File: config.mk
export PLATFORM = sky130hd
export DESIGN_NAME = mux_tree_pipelined
export DESIGN_NICKNAME = d
export VERILOG_FILES = /design/src/rtl/mux_tree_pipelined_pkg.sv /design/src/rtl/mux2_stage.sv /design/src/rtl/mux_tree_pipelined.sv
export SDC_FILE = /design/constraint.sdc
export NUM_CORES = 1
export LEC_CHECK = 0
export ABC_AREA = 1
export BUFFER_PORTS_ARGS = -buffer_cell sky130_fd_sc_hd__buf_2
export CAP_MARGIN = 20
export CELL_PAD_IN_SITES_DETAIL_PLACEMENT = 1
export CELL_PAD_IN_SITES_GLOBAL_PLACEMENT = 1
export CORE_MARGIN = 2
export CORE_UTILIZATION = 36
export DETAILED_ROUTE_END_ITERATION = 12
export GPL_TIMING_DRIVEN = 0
export PLACE_DENSITY_LB_ADDON = 0.1
export SLEW_MARGIN = 20
export SYNTH_ARGS = -nofsm -noshare
export SYNTH_HDL_FRONTEND = slang
export SYNTH_SLANG_ARGS = --single-unit
File: constraint.sdc
create_clock -name clk -period 1.4 [get_ports clk]
set_input_delay 0.42 -clock clk [delete_from_list [all_inputs] [get_ports clk]]
set_output_delay 0.42 -clock clk [all_outputs]
set_load 0.03 [all_outputs]
File: src/rtl/mux_tree_pipelined_pkg.sv
// ============================================================================
// Module      : mux_pkg
// Description : Shared types and helpers for the pipelined mux tree.
// Revision    : 1.0 - initial release
// ============================================================================
`default_nettype none

package mux_pkg;

    // Upper bound on select width carried in the tag (covers up to 65536 channels)
    localparam int MAX_SEL_W = 16;

    typedef struct packed {
        logic [MAX_SEL_W-1:0] sel;
        logic                 err;
    } mux_tag_t;

    // Ceiling log2 for n >= 2
    function automatic int clog2(input int n);
        int r;
        r = 0;
        while ((1 << r) < n) begin
            r = r + 1;
        end
        return r;
    endfunction

endpackage

`default_nettype wire

File: src/rtl/mux2_stage.sv
// ============================================================================
// Module      : mux2_stage
// Description : One 2:1 level of the mux tree; data, tag and valid travel
//               together, optionally registered with a global stall.
// Revision    : 1.0 - initial release
// ============================================================================
`default_nettype none

module mux2_stage
    import mux_pkg::*;
#(
    parameter int DATA_W = 8,
    parameter int LVL    = 0,
    parameter int REG    = 1
) (
    input  logic              clk,
    input  logic              rst,
    input  logic              stall,
    input  logic [DATA_W-1:0] a_data,
    input  logic [DATA_W-1:0] b_data,
    input  mux_tag_t          a_tag,
    input  mux_tag_t          b_tag,
    input  logic              a_valid,
    input  logic              b_valid,
    output logic [DATA_W-1:0] q_data,
    output mux_tag_t          q_tag,
    output logic              q_valid
);

    logic              w_pick_b;
    logic [DATA_W-1:0] w_data;
    mux_tag_t          w_tag;
    logic              w_valid;

    // Both children carry the same beat's tag, so the whole record is muxed
    assign w_pick_b = a_tag.sel[LVL];
    assign w_data   = w_pick_b ? b_data  : a_data;
    assign w_tag    = w_pick_b ? b_tag   : a_tag;
    assign w_valid  = w_pick_b ? b_valid : a_valid;

    if (REG != 0) begin : g_reg
        logic [DATA_W-1:0] r_data;
        mux_tag_t          r_tag;
        logic              r_valid;

        always_ff @(posedge clk) begin
            if (rst) begin
                r_data  <= '0;
                r_tag   <= '0;
                r_valid <= 1'b0;
            end else if (!stall) begin
                r_data  <= w_data;
                r_tag   <= w_tag;
                r_valid <= w_valid;
            end
        end

        assign q_data  = r_data;
        assign q_tag   = r_tag;
        assign q_valid = r_valid;
    end else begin : g_comb
        logic w_unused_ctrl;
        assign w_unused_ctrl = clk ^ rst ^ stall;

        assign q_data  = w_data;
        assign q_tag   = w_tag;
        assign q_valid = w_valid;
    end

endmodule

`default_nettype wire

File: src/rtl/mux_tree_pipelined.sv
// ============================================================================
// Module      : mux_tree_pipelined
// Description : Parametrised N:1 mux built as a log2(N)-level tree of 2:1
//               stages with valid/ready flow control and select tagging.
//               Optional auto-scan select enabled by macro MUX_SCAN_EN.
// Revision    : 1.0 - initial release
// ============================================================================
`default_nettype none

module mux_tree_pipelined
    import mux_pkg::*;
#(
    parameter int  N_CH     = 8,
    parameter int  DATA_W   = 8,
    parameter int  PIPE_ALL = 1,
    localparam int LEVELS   = clog2(N_CH),
    localparam int SEL_W    = LEVELS
) (
    input  logic                   clk,
    input  logic                   rst,
    input  logic [N_CH*DATA_W-1:0] in_data,
    input  logic [SEL_W-1:0]       in_sel,
    input  logic                   in_valid,
    output logic                   in_ready,
    input  logic                   scan_en,
    output logic [DATA_W-1:0]      out_data,
    output logic [SEL_W-1:0]       out_sel,
    output logic                   out_err,
    output logic                   out_valid,
    input  logic                   out_ready
);

    localparam int LEAVES = 1 << LEVELS;

    logic              w_stall;
    logic              w_accept;
    logic [SEL_W-1:0]  w_sel;
    mux_tag_t          w_in_tag;

    // Heap-ordered tree: node 1 is the root, nodes LEAVES..2*LEAVES-1 are leaves
    logic [DATA_W-1:0] w_node_data  [1:2*LEAVES-1];
    mux_tag_t          w_node_tag   [1:2*LEAVES-1];
    logic              w_node_valid [1:2*LEAVES-1];

    // The whole pipeline freezes on a downstream stall, even if inner stages are empty
    assign w_stall  = out_valid && !out_ready;
    assign in_ready = !w_stall;
    assign w_accept = in_valid && in_ready;

`ifdef MUX_SCAN_EN
    logic [SEL_W-1:0] r_scan_cnt;

    always_ff @(posedge clk) begin
        if (rst) begin
            r_scan_cnt <= '0;
        end else if (w_accept && scan_en) begin
            r_scan_cnt <= (r_scan_cnt == SEL_W'(N_CH - 1)) ? '0 : r_scan_cnt + SEL_W'(1);
        end
    end

    assign w_sel = scan_en ? r_scan_cnt : in_sel;
`else
    logic w_unused_scan;
    assign w_unused_scan = scan_en;
    assign w_sel         = in_sel;
`endif

    always_comb begin
        w_in_tag                 = '0;
        w_in_tag.sel[SEL_W-1:0]  = w_sel;
        w_in_tag.err             = (32'(w_sel) >= 32'(N_CH));
    end

    for (genvar k = 0; k < LEAVES; k++) begin : g_leaf
        if (k < N_CH) begin : g_ch
            assign w_node_data[LEAVES+k] = in_data[k*DATA_W +: DATA_W];
        end else begin : g_pad
            assign w_node_data[LEAVES+k] = '0;
        end
        assign w_node_tag[LEAVES+k]   = w_in_tag;
        assign w_node_valid[LEAVES+k] = w_accept;
    end

    // Node i sits floor(log2 i) levels below the root and steers on select bit LEVELS-1-that
    for (genvar i = 1; i < LEAVES; i++) begin : g_node
        mux2_stage #(
            .DATA_W (DATA_W),
            .LVL    (LEVELS - clog2(i + 1)),
            .REG    ((PIPE_ALL != 0) ? 1 : 0)
        ) u_stage (
            .clk     (clk),
            .rst     (rst),
            .stall   (w_stall),
            .a_data  (w_node_data[2*i]),
            .b_data  (w_node_data[2*i+1]),
            .a_tag   (w_node_tag[2*i]),
            .b_tag   (w_node_tag[2*i+1]),
            .a_valid (w_node_valid[2*i]),
            .b_valid (w_node_valid[2*i+1]),
            .q_data  (w_node_data[i]),
            .q_tag   (w_node_tag[i]),
            .q_valid (w_node_valid[i])
        );
    end

    logic w_unused_tag;
    assign w_unused_tag = |w_node_tag[1].sel;

    if (PIPE_ALL != 0) begin : g_out_direct
        assign out_data  = w_node_data[1];
        assign out_sel   = w_node_tag[1].sel[SEL_W-1:0];
        assign out_err   = w_node_tag[1].err;
        assign out_valid = w_node_valid[1];
    end else begin : g_out_reg
        logic [DATA_W-1:0] r_data;
        logic [SEL_W-1:0]  r_sel;
        logic              r_err;
        logic              r_valid;

        always_ff @(posedge clk) begin
            if (rst) begin
                r_data  <= '0;
                r_sel   <= '0;
                r_err   <= 1'b0;
                r_valid <= 1'b0;
            end else if (!w_stall) begin
                r_data  <= w_node_data[1];
                r_sel   <= w_node_tag[1].sel[SEL_W-1:0];
                r_err   <= w_node_tag[1].err;
                r_valid <= w_node_valid[1];
            end
        end

        assign out_data  = r_data;
        assign out_sel   = r_sel;
        assign out_err   = r_err;
        assign out_valid = r_valid;
    end

endmodule

`default_nettype wire

After elaboration in Yosys (flattened, before gate mapping):

Index checks and enable logic that the tools add are counted.

* bits in registers: 70
* bits of input ports: 72
* output and inout bits: 14

* reductions and logical operators: 4
* muxes and demuxes: 9

Operator list (count)
* 8-bit 2-to-1 mux: 7
* 4-bit 2-to-1 mux: 1
* 3-bit 2-to-1 mux: 1
* 1-bit logical AND: 2
* 1-bit logical NOT: 2

Logic depth before layout (Yosys ltp):

Gate-level depths: netlist of the first run.

* depth in word-level cells: 4
* depth in mapped cells: 7

Hierarchy:

A second synthesis of the first run with hierarchy kept.

* cells, all modules: 1539
* area total of the unflattened synthesis: 9535.4 um2

Modules (own cells, without submodules)
* mux2_stage: area an instance 1358.8 um2, times used 7, sequential area each 520.5 um2, cells an instance 219
* mux_tree_pipelined: area an instance 23.8 um2, times used 1, sequential area each 0.0 um2, cells an instance 6

Least setup slack after synthesis of the first run:

No wires, ideal clock.

* path kind: reg2out
* start: reg g_node[1].u_stage.g_reg.r_valid
* end: out in_ready
* data arrival time: 1.078 ns
* path slack: -0.098 ns
* cell stages (with the launch flop): 5
* cell sequence: dfxtp_1 -> inv_2 -> nor2_4 -> buf_2 -> inv_1

* word-level cells in the longest chain between the ends: 2

Ends and longest elaborated chain
* start: declaration: line mux2_stage.sv:44 `logic r_valid;`
* start signal: assignment: line mux2_stage.sv:54 `r_valid <= w_valid;`
* 1-bit logical AND: line mux_tree_pipelined.sv:46 `assign w_stall = out_valid && !out_ready;`
* 1-bit logical NOT
* end: declaration: line mux_tree_pipelined.sv:24 `output logic in_ready,`

No other way between the ends.

Worst setup path after layout of the first run:

Ends and elaborated chain as after synthesis.

==> reports/qor.yml, run 1 <==
slew_headroom: 0.570
vias_per_cell: 4.39
period_needed_ns: 1.53
whs_endpoint: "g_node[1].u_stage.q_valid"
grt.overflow.total: 0
min_path_type: "input port to flip-flop"
antenna_found_initial: 0
power_density_mw_per_mm2: 1050
crit_fanout: 2
clkLatencyLatePin_ns: 0.36
startpoint_type: "flip-flop"
post-place-ws_ns: -0.318
layout_commonest_cell: "nand2_1"
numCtsBuffers: 9
rsz0062_at_grt: "yes"
worstReg2RegEnd: "g_node[7].u_stage.q_tag[1]"
finalSetupTns_ns: -0.133
die_area_sq_mm: 0.0107
wirelength_mm: 10.2
cts_tree: "built"
status: "finished with violations"
whs_ns: 0.215
fin_crit_sh: 1.10
cap_violations: 0
ctsRootBufferMaster: "clkbuf_8"
ir_drop_uv: 398
synth_compound_area_frac: 0.00141
hold_violations: 0
fp-row-count: 36
dr.first_iter.drc_count: 76
avgSynthCellArea_sq_um: 5.74
io_pins: 86
maxSlewViolCount: 0
startpoint: "g_node[1].u_stage.q_valid"
hold_buffers: 0
dieHeight_um: 103
netlist_area_sq_mm: 0.00355
violations: "setup timing"
wl_per_cell_um: 11.9
grt_pass1_wl_mm: 16.7
fin_skew_ns: 0.00472
r2r-start: "g_node[1].u_stage.q_valid"
ys_types: 14
vias: 3759
worstRegToRegCells: 8
initial_core_util: 0.366
hpwlAfterDp_mm: 7.44
synthCells: 618
hold_path_startpoint: "rst"
diodes: 0
synthAdderAreaFrac: 0
path_clk_slew_ns: 0.07
final_antenna_net_count: 0
reg2reg_slack_ns: 0.06
synthSimpleGateAreaFrac: 0.484
clkSinkCount: 68
ys_ff_latch: 68
fin_ws_ns: -0.133
power.total_mw: 4.65
drive_above_1_share: 0.196
holdPathStages: 2
clk_path_buf_depth: 2
grt_pass1_vias: 3623
critPathCaptureType: "primary output"
critPathArrivalTime_ns: 1.11
ys_warn_count: 0
synth_top_family_by_area: "simple AND/OR/NAND/NOR gates"
p_leak_nw: 2.37
routabilityCongestion: 0.856
numPortBuffers: 82
area_growth_pct: 24.9
synth_nets: 690
synthMuxAreaShare: 0
critPathKind: "flip-flop to primary output"
critPathRequiredTime_ns: 0.98
grt_max_degree: 12
htree_levels: 3
setup_violations: 1
fmax_mhz: 652
synth_xor_area_frac: 0
drc: 0
core_sq_mm: 0.00968
track_usage: 0.203
dr.pass1.iters: 4
worst_pin_slew_ns: 0.644
layout_common_cells: "nand2_1 (246), nor2_1 (134), buf_2 (96), inv_1 (68), dfxtp_1 (67)"
die_w_um: 103
nets: 790
ys_seq_area_frac: 0.384
==> cells by family (layout without fill, tap and decap cells) <==
kind of cell,Yosys count,in the layout
AND/OR/NAND/NOR,437,437
buffers and inverters,111,216
flip-flops,68,68
other,1,1
AO/OA/AOI/OAI,1,1
==> stage by stage <==
step                      cells  utilization  area, sq um
after floorplan             618            -         3550
after global placement      833        0.426         4130
after detailed placement    833        0.426         4130
after CTS                   853        0.452         4380
after global routing        856        0.458         4430
final                       856        0.458         4430
==> final cells by class <==
type | instances | area (sq um)
plain buffers | 39 | 220
clock buffers | 11 | 151
clock inverters | 5 | 50.0
fillers | 1427 | 5250
inverters | 72 | 279
multi-input cells | 439 | 1730
flip-flops and latches | 68 | 1360
well taps | 133 | 166
repair buffers | 88 | 468
repair inverters | 1 | 7.51
==> synth_stat cells (all sizes together) <==
| library cell | instances | area (sq um) |
|---|---|---|
| nand2 | 246 | 923 |
| nor2 | 135 | 514 |
| inv | 70 | 263 |
| dfxtp | 68 | 1360 |
| nand3 | 56 | 280 |
| buf | 29 | 153 |
| clkbuf | 10 | 37.5 |
| clkinv | 2 | 7.51 |
| a21oi | 1 | 5.00 |
| conb | 1 | 3.75 |
==> sequential cells by signal, indices dropped and copies added, names as in the netlist <==
signal                  count
g_node.u_stage.q_data      56
g_node.u_stage.q_tag        9
g_node.u_stage.q_valid      3
==> worst max path at each step <==
stage	to	slack, ns	cells past startpoint
after floorplan	in_ready	0.02	4
after global placement	in_ready	-0.32	5
after detailed placement	in_ready	-0.32	5
after CTS	in_ready	-0.17	5
after global routing	in_ready	-0.18	5
final	in_ready	-0.13	5
==> metal layers <==
metal | part of all wire | wire length [um] | up-vias | track usage
met4 | 0.019 | 192 | 0 | 0.0850
met3 | 0.026 | 269 | 12 | 0.0289
met2 | 0.47 | 4750 | 61 | 0.345
met5 | 0 | 0 | - | 0
met1 | 0.49 | 4960 | 1676 | 0.258
li1 | - | - | 2010 | -
==> critical path, cell delays in order, from the launching register on <==
cell and delay, ns:
dfxtp_2 0.34, inv_2 0.04, nor2_4 0.10, buf_6 0.11, inv_4 0.03, buf_6 0.12
==> timing repair <==
| item | in CTS | in global routing |
|---|---|---|
| buffers inserted | 4 | 3 |
| pin swaps | 1 | 1 |
| resized for setup | 10 | 19 |
| gates cloned | 0 | 1 |
| setup endpoints to repair | 11 | 43 |
==> power by group <==
part           total [mW]  switching, mW  internal, mW
Combinational       0.827          0.508         0.318
Sequential           2.15         0.0728          2.08
Clock                1.68          0.770         0.907
No activity file was read; power rests on OpenSTA's default activity.
==> inputs of run 2 (changes only) <==
Settings changed: CELL_PAD_IN_SITES_DETAIL_PLACEMENT 1 to not set, CELL_PAD_IN_SITES_GLOBAL_PLACEMENT 1 to not set, CORE_UTILIZATION 36 to 40, PLACE_DENSITY set to 0.74, PLACE_DENSITY_LB_ADDON 0.1 to not set.
==> run 2 against run 1 <==
The flow still finishes with violations (setup timing). Clock power decreased by 15%. Sequential power about the same. Register-to-register slack improved by 0.02 ns. First-iteration DRC count increased by 110%. Global-route usage decreased by 1.8 points. Final cell count decreased by 3.4%. Setup slack improved by 0.00088 ns. Fmax about the same.
==> reports/qor.yml, run 2 (synthesized netlist as in run 1, its figures left out) <==
status: "finished with violations"
violations: "setup timing"
rsz0062_at_grt: "yes"
dp.cells: 808
finalNonFillerCells: 827
initial_core_util: 0.409
dieHeight_um: 98.2
grt.overflow.total: 0
clk_path_buf_depth: 2
wl_per_cell_um: 10.4
antenna_found_initial: 0
critPathCaptureType: "primary output"
critPathRequiredTime_ns: 0.98
drive_above_1_share: 0.189
power_frac_seq: 0.493
path_clk_slew_ns: 0.07
cpPeakStageDelay_ns: 0.35
path_buf_inv: 4
worst_pin_slew_ns: 0.572
ir_drop_uv: 409
dr.pass1.iters: 4
diodes: 0
final_antenna_net_count: 0
fmax_mhz: 653
internal_power_mw: 3.11
grt_max_degree: 11
power_density_mw_per_mm2: 1010
power.switching_mw: 1.25
routabilityCongestion: 0.811
largest_reg_flops: 56
p_comb_frac: 0.182
fin_skew_ns: 0.00655
critPathSlowestCell: "dfxtp_2"
cp_cell_sequence: "inv_2 -> nor2_4 -> buf_6 -> inv_4 -> buf_6"
utilization: 0.499
hpwlAfterDp_mm: 6.30
die_w_um: 98.2
num-fill-cells: 942
min_path_type: "input port to flip-flop"
vias_per_cell: 4.45
hold_violations: 0
cap_violations: 0
wirelength_mm: 8.56
critPathArrivalTime_ns: 1.11
grt_pass1_wl_mm: 14.8
p_leak_nw: 2.34
htree_levels: 3
vias: 3679
area_growth_pct: 22.1
maxSlewViolCount: 0
fin_crit_sh: 1.09
layout_common_cells: "nand2_1 (246), nor2_1 (134), buf_2 (101), inv_1 (68), dfxtp_1 (67)"
critPathKind: "flip-flop to primary output"
drc: 0
numPortBuffers: 82
cts_tree: "built"
clkSinkCount: 68
sw_frac_of_total: 0.286
dr.first_iter.drc_count: 158
ctsRootBufferMaster: "clkbuf_8"
cp_common_cell: "buf_6"
hold_buffers: 0
numCtsBuffers: 9
die_area_sq_mm: 0.00964
core_sq_mm: 0.00868
crit_family: "flip-flops"
setup_violations: 1
period_needed_ns: 1.53
clkLatencyLatePin_ns: 0.34
startpoint_type: "flip-flop"
io_pins: 86
grt_pass1_vias: 3424
layout_commonest_cell: "nand2_1"
fp-row-count: 34
track_usage: 0.185
slew_headroom: 0.619
finalSetupTns_ns: -0.133
clkPwrFrac: 0.325
fin_ws_ns: -0.133
nets: 787
crit_fanout: 2
==> run 2: final timing paths <==
| path | from | endpoint | slack [ns] | cells after the start |
|---|---|---|---|---|
| hold reg to reg | g_node[2].u_stage.q_valid | g_node[1].u_stage.q_valid | 0.47 | 2 |
| setup reg to reg | g_node[7].u_stage.q_tag[2] | g_node[2].u_stage.q_data[3] | 0.08 | 7 |
| hold / removal | rst | g_node[1].u_stage.q_valid | 0.24 | 2 |
| setup / recovery | g_node[1].u_stage.q_valid | in_ready | -0.13 | 5 |
==> run 2: what timing repair did <==
action,CTS,global route
resized for setup,7,13
setup endpoints to repair,5,23
buffers inserted,3,1
cloned,0,0
pin swaps,1,1
==> run 2: routing by layer <==
| layer | routed length [um] | track usage | up-vias |
|---|---|---|---|
| met3 | 474 | 0.0394 | 11 |
| met2 | 4110 | 0.324 | 90 |
| met4 | 118 | 0.0569 | 0 |
| li1 | - | - | 2006 |
| met5 | 0 | 0 | - |
| met1 | 3860 | 0.227 | 1572 |
==> run 2: power groups by stage <==
stage | logic, mW | clock network (mW) | registers (mW)
floorplan | 0.502 | 0 | 2.22
global placement | 0.763 | 0 | 2.19
detailed placement | 0.778 | 0 | 2.19
CTS | 0.792 | 1.44 | 2.15
global route | 0.922 | 1.53 | 2.16
finish | 0.796 | 1.42 | 2.15
==> run 2: final cells by class <==
type                            instances  area, sq um  area share
Sequential cell                        68         1360       0.315
Inverter                               72          278      0.0641
Timing Repair Buffer                   86          453       0.105
Clock buffer                           13          159      0.0367
Multi-Input combinational cell        439         1730       0.399
Buffer                                 39          208      0.0479
Clock inverter                          2         10.0     0.00231
Tap cell                              108          135      0.0312
==> run 2: per-stage QoR <==
step                instance area (sq um)  setup slack (ns)  power, mW  hold WS, ns
floorplan                            3550            0.0237       2.72        0.422
global placement                     4100            -0.318       2.95        0.446
detailed placement                   4100            -0.320       2.97        0.457
CTS                                  4300            -0.121       4.38        0.232
global route                         4330            -0.171       4.62        0.238
finish                               4330            -0.133       4.36        0.237
==> inputs of run 3 (changes only) <==
Settings changed: CTS_BUF_LIST set to sky130_fd_sc_hd__clkbuf_4 sky130_fd_sc_hd__clkbuf_8 sky130_fd_sc_hd__clkbuf_16.
==> run 3 against run 2 <==
The flow still finishes with violations (setup timing). Utilization increased by 0.087 points. Die area unchanged. Sequential cell count is the same. First-iteration DRC count decreased by 0.63%. Clock power increased by 3%. Largest cell class unchanged. Critical path depth unchanged.
==> reports/qor.yml, run 3 (synthesized netlist as in run 1, its figures left out) <==
path_clk_slew_ns: 0.07
post-place-ws_ns: -0.320
critPathRequiredTime_ns: 0.98
cap_violations: 0
antenna_found_initial: 0
die_area_sq_mm: 0.00964
layout_common_cells: "nand2_1 (246), nor2_1 (134), buf_2 (101), inv_1 (68), dfxtp_1 (67)"
diodes: 0
p_leak_nw: 2.35
fin_crit_sh: 1.09
violations: "setup timing"
initial_core_util: 0.409
reg2reg_slack_ns: 0.09
htree_levels: 3
fin_skew_ns: 0.00595
wirelength_mm: 8.54
setup_violations: 1
sw_frac_of_total: 0.283
track_usage: 0.185
layout_commonest_cell: "nand2_1"
wl_per_cell_um: 10.3
dr.pass1.iters: 4
fp-row-count: 34
fin_ws_ns: -0.119
grt_pass1_wl_mm: 14.8
status: "finished with violations"
power.total_mw: 4.40
critPathKind: "flip-flop to primary output"
dr.first_iter.drc_count: 157
period_needed_ns: 1.52
startpoint_type: "flip-flop"
grt_pass1_vias: 3424
fmax_mhz: 658
vias_per_cell: 4.43
numCtsBuffers: 9
clkLatencyLatePin_ns: 0.34
finalSetupTns_ns: -0.119
power_frac_seq: 0.488
area_growth_pct: 22.3
grt_max_degree: 11
core_sq_mm: 0.00868
cts_tree: "built"
hpwlAfterDp_mm: 6.30
vias: 3666
power.switching_mw: 1.25
internal_power_mw: 3.15
crit_fanout: 2
critPathCaptureType: "primary output"
routabilityCongestion: 0.811
dieHeight_um: 98.2
ctsRootBufferMaster: "clkbuf_8"
grt.overflow.total: 0
numPortBuffers: 82
final_antenna_net_count: 0
drive_above_1_share: 0.192
nets: 787
ir_drop_uv: 409
p_comb_frac: 0.181
clk_path_buf_depth: 2
hold_violations: 0
critPathArrivalTime_ns: 1.10
die_w_um: 98.2
power_density_mw_per_mm2: 1010
clkPwrFrac: 0.331
utilization: 0.500
rsz0062_at_grt: "yes"
io_pins: 86
worst_pin_slew_ns: 0.586
drc: 0
maxSlewViolCount: 0
slew_headroom: 0.610
clkSinkCount: 68
min_path_type: "input port to flip-flop"
fin_area_sq_mm: 0.00434
largest_reg_flops: 56
dpl_cell_area_sq_mm: 0.00410
==> run 3: power by group through the flow <==
stage	logic (mW)	clock network, mW	registers [mW]
after floorplan	0.502	0	2.22
after global placement	0.763	0	2.19
after detailed placement	0.778	0	2.19
after CTS	0.792	1.48	2.15
after global routing	0.922	1.57	2.16
final	0.796	1.46	2.15
==> run 3: layer usage <==
metal / GRT usage / up-vias / share of wire
met1: 0.227 / 1573 / 0.46
met3: 0.0394 / 11 / 0.049
met5: 0 / - / 0
met4: 0.0569 / 0 / 0.014
met2: 0.324 / 76 / 0.48
li1: - / 2006 / -
==> run 3: critical path, stage by stage, from the launching register on <==
cell and delay (ns):
dfxtp_2 0.35, inv_2 0.04, nor2_4 0.10, buf_6 0.12, inv_4 0.03, buf_6 0.12
==> run 3: worst paths after layout <==
| check | start | end | cells past startpoint |
|---|---|---|---|
| hold / removal | rst | g_node[1].u_stage.q_valid | 2 |
| setup reg to reg | g_node[1].u_stage.q_valid | g_node[7].u_stage.q_tag[3] | 8 |
| setup / recovery | g_node[1].u_stage.q_valid | in_ready | 5 |
| hold reg to reg | g_node[2].u_stage.q_valid | g_node[1].u_stage.q_valid | 2 |
==> run 3: cell type report <==
| class | instances | area (sq um) |
|---|---|---|
| fillers | 939 | 4340 |
| multi-input cells | 439 | 1730 |
| flip-flops and latches | 68 | 1360 |
| repair buffers | 86 | 453 |
| inverters | 72 | 278 |
| plain buffers | 39 | 208 |
| clock buffers | 13 | 166 |
| well taps | 108 | 135 |
| clock inverters | 2 | 10.0 |
==> run 3: through the flow <==
step | hold slack (ns) | std cells
after floorplan | 0.422 | 618
after global placement | 0.446 | 808
after detailed placement | 0.457 | 808
after CTS | 0.232 | 826
after global routing | 0.238 | 827
final | 0.238 | 827
==> run 3: timing repair <==
action,CTS,global route
pin swaps,1,1
resized for setup,7,13
buffers inserted,3,1
hold buffers,0,0
setup endpoints to repair,5,23
